==> src/rtl/pong_pkg.sv <==
// Shared constants and encodings for the pong field blocks.
package pong_pkg;

  localparam int WIDTH_DEF        = 16;
  localparam int BIT_OF_WIDTH_DEF = 4;

  // Field edge reported with a miss
  typedef enum logic [1:0] {
    SIDE_LEFT  = 2'b00,
    SIDE_RIGHT = 2'b01,
    SIDE_TOP   = 2'b10,
    SIDE_DOWN  = 2'b11
  } side_t;

  // Ball controller states
  typedef enum logic [1:0] {
    ST_IDLE  = 2'b00,
    ST_SERVE = 2'b01,
    ST_MOVE  = 2'b10,
    ST_MISS  = 2'b11
  } state_t;

endpackage

==> src/rtl/step_timer.sv <==
// Free-running step counter: strobes step on the last count of each period.
// Holding en low freezes the count, so a step that falls on a frozen cycle
// fires on the first enabled cycle instead.
module step_timer #(
  parameter int STEP_CYCLES = 4
) (
  input  logic clk,
  input  logic rst_n,
  input  logic clear,
  input  logic en,
  output logic step
);

  localparam int CW = (STEP_CYCLES > 2) ? $clog2(STEP_CYCLES) : 1;
  localparam logic [CW-1:0] LAST = CW'(STEP_CYCLES - 1);

  logic [CW-1:0] count;

  assign step = en && (count == LAST);

  // Count up while enabled, wrapping to zero on the step cycle
  always_ff @(posedge clk or negedge rst_n) begin
    if (!rst_n) begin
      count <= '0;
    end else if (clear) begin
      count <= '0;
    end else if (en) begin
      count <= step ? '0 : count + 1'b1;
    end
  end

endmodule

==> src/rtl/ball_mover.sv <==
// Ball owner for the four-paddle field: serves, steps, reflects on collide
// flags from find_cand and reports which edge the ball reached.
//
// state    | meaning
// ST_IDLE  | after reset, ball parked at centre, waiting for start
// ST_SERVE | one cycle: recentre ball, load serve direction, clear timer
// ST_MOVE  | ball steps one cell per timer strobe
// ST_MISS  | ball frozen on an edge, waiting for start
module ball_mover
  import pong_pkg::*;
#(
  parameter int WIDTH        = WIDTH_DEF,
  parameter int BIT_OF_WIDTH = BIT_OF_WIDTH_DEF,
  parameter int STEP_CYCLES  = 4
) (
  input  logic                      clk,
  input  logic                      rst_n,
  input  logic                      start,
  input  logic [1:0]                serve_dir,
  input  logic                      pause,
  input  logic [1:0]                collide,
  output logic [2*BIT_OF_WIDTH-1:0] pos,
  output logic                      moving,
  output logic                      miss,
  output logic [1:0]                miss_side
);

  localparam logic [BIT_OF_WIDTH-1:0] CENTRE = BIT_OF_WIDTH'(WIDTH / 2);
  localparam logic [BIT_OF_WIDTH-1:0] EDGE_HI = BIT_OF_WIDTH'(WIDTH - 1);

  state_t                  state;
  logic [BIT_OF_WIDTH-1:0] x, y;
  logic                    dx_neg, dy_neg;
  logic                    step;

  logic                    ndx_neg, ndy_neg;
  logic [BIT_OF_WIDTH-1:0] nx, ny;
  logic                    hit;
  side_t                   nside;

  assign pos = {x, y};

  step_timer #(.STEP_CYCLES(STEP_CYCLES)) u_timer (
    .clk   (clk),
    .rst_n (rst_n),
    .clear (state == ST_SERVE),
    .en    ((state == ST_MOVE) && !pause),
    .step  (step)
  );

  // Next position after reflection, and which edge (if any) it lands on;
  // the x edges are tested first so they win at corners
  always_comb begin
    ndx_neg = dx_neg ^ collide[0];
    ndy_neg = dy_neg ^ collide[1];
    nx      = ndx_neg ? x - 1'b1 : x + 1'b1;
    ny      = ndy_neg ? y - 1'b1 : y + 1'b1;
    hit     = 1'b1;
    nside   = SIDE_LEFT;
    if (nx == '0)          nside = SIDE_LEFT;
    else if (nx == EDGE_HI) nside = SIDE_RIGHT;
    else if (ny == '0)      nside = SIDE_TOP;
    else if (ny == EDGE_HI) nside = SIDE_DOWN;
    else                    hit   = 1'b0;
  end

  // Controller FSM with ball position, direction and registered flags
  always_ff @(posedge clk or negedge rst_n) begin
    if (!rst_n) begin
      state     <= ST_IDLE;
      x         <= CENTRE;
      y         <= CENTRE;
      dx_neg    <= 1'b0;
      dy_neg    <= 1'b0;
      moving    <= 1'b0;
      miss      <= 1'b0;
      miss_side <= SIDE_LEFT;
    end else begin
      miss <= 1'b0;
      case (state)
        ST_IDLE: begin
          if (start) state <= ST_SERVE;
        end
        ST_SERVE: begin
          x         <= CENTRE;
          y         <= CENTRE;
          dx_neg    <= serve_dir[1];
          dy_neg    <= serve_dir[0];
          miss_side <= SIDE_LEFT;
          moving    <= 1'b1;
          state     <= ST_MOVE;
        end
        ST_MOVE: begin
          if (step) begin
            dx_neg <= ndx_neg;
            dy_neg <= ndy_neg;
            x      <= nx;
            y      <= ny;
            if (hit) begin
              miss      <= 1'b1;
              miss_side <= nside;
              moving    <= 1'b0;
              state     <= ST_MISS;
            end
          end
        end
        ST_MISS: begin
          if (start) state <= ST_SERVE;
        end
        default: state <= ST_IDLE;
      endcase
    end
  end

endmodule
==> config.mk <==
export PLATFORM = sky130hd
export DESIGN_NAME = ball_mover
export DESIGN_NICKNAME = d
export VERILOG_FILES = /design/src/rtl/pong_pkg.sv /design/src/rtl/step_timer.sv /design/src/rtl/ball_mover.sv
export SDC_FILE = /design/constraint.sdc
export NUM_CORES = 1
export LEC_CHECK = 0
export ABC_AREA = 1
export CAP_MARGIN = 20
export CELL_PAD_IN_SITES_DETAIL_PLACEMENT = 1
export CELL_PAD_IN_SITES_GLOBAL_PLACEMENT = 1
export CORE_ASPECT_RATIO = 2
export CORE_MARGIN = 2
export CORE_UTILIZATION = 43
export DETAILED_ROUTE_END_ITERATION = 8
export PLACE_DENSITY_LB_ADDON = 0.1
export SYNTH_ARGS = -nofsm -noshare
export SYNTH_HDL_FRONTEND = slang
export SYNTH_SLANG_ARGS = --single-unit
==> constraint.sdc <==
create_clock -name clk -period 5.78 [get_ports clk]
set_input_delay 0.578 -clock clk [delete_from_list [all_inputs] [get_ports clk]]
set_output_delay 0.578 -clock clk [all_outputs]
set_load 0.05 [all_outputs]
==> results.md <==
- Outcome: completed
- Die H: 84.3 um
- GR Util met2: 0.424
- Met3 Usage GRT: 0.00645
- Gr ovfl total: 0
- Post-synth design cell area: 1390 sq um
- DRC viols: 0
- RSZ-0062 raised after global routing: no
- Cell family with most CP delay: simple AND/OR/NAND/NOR gates
- Initial core utilization: 0.444
- N_diodes: 0
- DR vias/cell: 5.25
- Final Non-Filler Cells: ~220
- Cts hold-fix bufs: 0
- Ys Warns: 0
- CTS max path bufs: 2
- Die X: approximately 44 um
- Buffers on Ports: 19
- Pleak: 0.824 nW
- Post-synth EDFFs: 0
- First-pass GRT wire length: roughly 6000 um
- Slowest stage delay, CP: 0.51 ns
- Worst Tran Pin Value: ~0.91 ns
- Final Setup Violations: 0
- GRT busiest layer: met2
- Share of cells above drive strength 1: 0.208
- Fmax: just under 400 MHz
- Crit Path Category: primary input to register
- Hold Vio Cnt, Final: 0
- Root Driver: clkbuf_8
- CTS tree: yes
- Design area: about 1700 sq um
- Cell mode on critical path: nand2_1
- Cell count after placement: 219
- CP max-delay cell: clkdlybuf4s50_1
- Max Clock Skew: about 0.0039 ns
- PwrDens: 378 nW/um^2
- Buf/Inv on CP: 2
- Hold crit path type: register to register
- Final WL: roughly 3400 um
- Post-Syn Nets: 192
- Number of library cell types mapped by synthesis: 27
- TritonCTS Buffers: 3
- Vias in the first global route: roughly 1300
- ANT nets after route: 0
- GRT met1 Usage: 0.221
- Core ar.: 3120 sq um
- Slew headroom: 0.393
- Peak supply drop: 0.197 mV
- Worst setup EP type: register
- Most used flip-flop cell after synthesis: dfrtp_1
- Setup_tns: 0 ns
- Wirelength per Cell: roughly 15 um
- Row cnt: 29
- FFs w/ async S/R, synth: 1.00
- Post-synthesis sequential area ratio: 0.327
- I/O pin cnt: 20
- Max-slew violation count: 0
- Largest net degree at the start of global routing: 19
- Min Tclk post-route: around 2.6 ns
- Die ar.: approximately 3700 sq um
- CTS HTree Levels: 1
- Cell count after synthesis: 170
- Clock transition at path regs: ~0.07 ns
- Post-route clock period utilization: 0.448
- Clock sink count: 18
- Max cap viols: 0
- Initial antenna violation count: 0
- Drt pass-1 iters: 4
- Placed Area: 1600 sq um
- # nets final: 215
- Post_cts resized: 0
- Initial DRC count: 20
- Type of origin of the critical path: primary input
- Setup Fix Bufs, Post-CTS: 0
- Worst Path Max Fanout: 5
- Post-Syn Area per Cell: between 8 and 9 sq um
- Worst skew pair latency: around 0.26 ns
- GRT Util Overall: 0.210
- Synthesis-stage register bit count: 18
- WP data required: between 5 and 6 ns
- GP Congestion: just over 0.8
- Crit path DAT: between 2 and 3 ns
- Layout area overhead: 19.7%
- Routed vias: about 1200
- Detail Placement HPWL: ~2800 um
- Worst path cell trace: clkdlybuf4s50_1 -> inv_1 -> nand2_1 -> nand2_1 -> ha_1 -> nand2_1 -> nand2_1 -> nor2_2 -> nand3_1 -> nand3_2 -> nand2_4 -> o21ai_4 -> nand2_2 -> nand2_1 -> nand2_1
per-layer routing:
metal  up-vias  routed length (um)  part of all wire
li1        581                   -                 -
met1       572                1210              0.36
met2        13                2090              0.62
met3         5                  34             0.010
met4         0                  42             0.012
met5         -                   0                 0
final timing paths:
check / start / end / slack (ns) / cells past startpoint
worst max register to register: dy_neg$_DFFE_PN0P_ / miss_side[0]$_DFFE_PN0P_ / 3.63 / 14
worst min register to register: moving$_DFFE_PN0P_ / moving$_DFFE_PN0P_ / 0.50 / 2
worst min-delay path: moving$_DFFE_PN0P_ / moving$_DFFE_PN0P_ / 0.50 / 2
worst max-delay path: collide[1] / miss_side[0]$_DFFE_PN0P_ / 3.19 / 15
max in group asynchronous: rst_n / y[0]$_DFFE_PN0P_ / 4.40 / 1
min in group asynchronous: rst_n / u_timer.count[1]$_DFFE_PN0P_ / 0.82 / 1
area by class of cell:
cell class	count	area (sq um)
Clock buffer	4	55.1
Fill cell	406	1460
Inverter	28	105
Multi-Input combinational cell	123	817
Sequential cell	18	453
Tap cell	31	38.8
Timing Repair Buffer	19	190
registers in the layout (all words and copies together) (netlist names):
name / flops
moving: 1
u_timer.count: 2
miss_side: 2
x: 4
dx_neg: 1
dy_neg: 1
y: 4
state: 2
miss: 1
cell families (layout without fill, tap and decap cells):
group,count (synthesis),in the layout,share of synthesized area
AND/OR/NAND/NOR,91,91,0.367
flip-flops,18,18,0.327
AO/OA/AOI/OAI,15,15,0.0659
XOR/XNOR,3,3,0.0190
adder cells (fa/ha/maj),14,14,0.137
buffers and inverters,29,51,0.0839
report_power, final:
group	total (mW)	internal [mW]	leakage, nW	switching [mW]
logic	0.342	0.116	0.565	0.226
registers	0.176	0.153	0.230	0.0228
clock network	0.109	0.0607	0.0288	0.0485
total	0.627	0.329	0.824	0.298
Yosys cell counts (3+ instances only):
cell	instances	area [sq um]
nor2_2	3	18.8
o21ai_0	9	45.0
ha_1	12	150
nand3_2	8	80.1
xor2_1	3	26.3
nand3_1	15	75.1
inv_2	5	18.8
nand2_2	10	62.6
nand2_4	3	33.8
nor2_1	8	30.0
nand2_1	36	135
inv_1	23	86.3
dfrtp_1	16	400
through the flow:
| stage | setup WS, ns | total power, mW | util | hold WS, ns |
|---|---|---|---|---|
| final | 3.19 | 0.627 | 0.532 | 0.503 |
| after global routing | 2.99 | 0.686 | 0.532 | 0.528 |
| after CTS | 3.20 | 0.637 | 0.532 | 0.511 |
| after detailed placement | 2.95 | 0.526 | 0.514 | 0.493 |
| after global placement | 2.98 | 0.511 | 0.514 | 0.481 |
| after floorplan | 3.59 | 0.441 | - | 0.282 |
layout by cell type, fill, tap and decap left out, types with 3 or more instances in the layout:
cell	synthesis	routed
nand2_2	10	10
clkbuf_8	0	4
inv_2	5	5
ha_1	12	12
nor2_2	3	3
nor2_1	8	8
o21ai_0	9	9
nand3_1	15	15
nand2_1	36	36
nand2_4	3	3
nand3_2	8	8
xor2_1	3	3
dfrtp_1	16	16
inv_1	23	23
clkdlybuf4s50_1	0	19
worst register-to-register path: cells and delay by family, from the launching register on:
family / cells / cell delay, ns
DFF: 1 / 0.40
adders and majority gates: 1 / 0.30
buffers and inverters: 1 / 0.11
AOI/OAI and AO/OA: 1 / 0.20
and+or+nand+nor: 11 / 1.04
No activity file was read; power rests on OpenSTA's default activity.
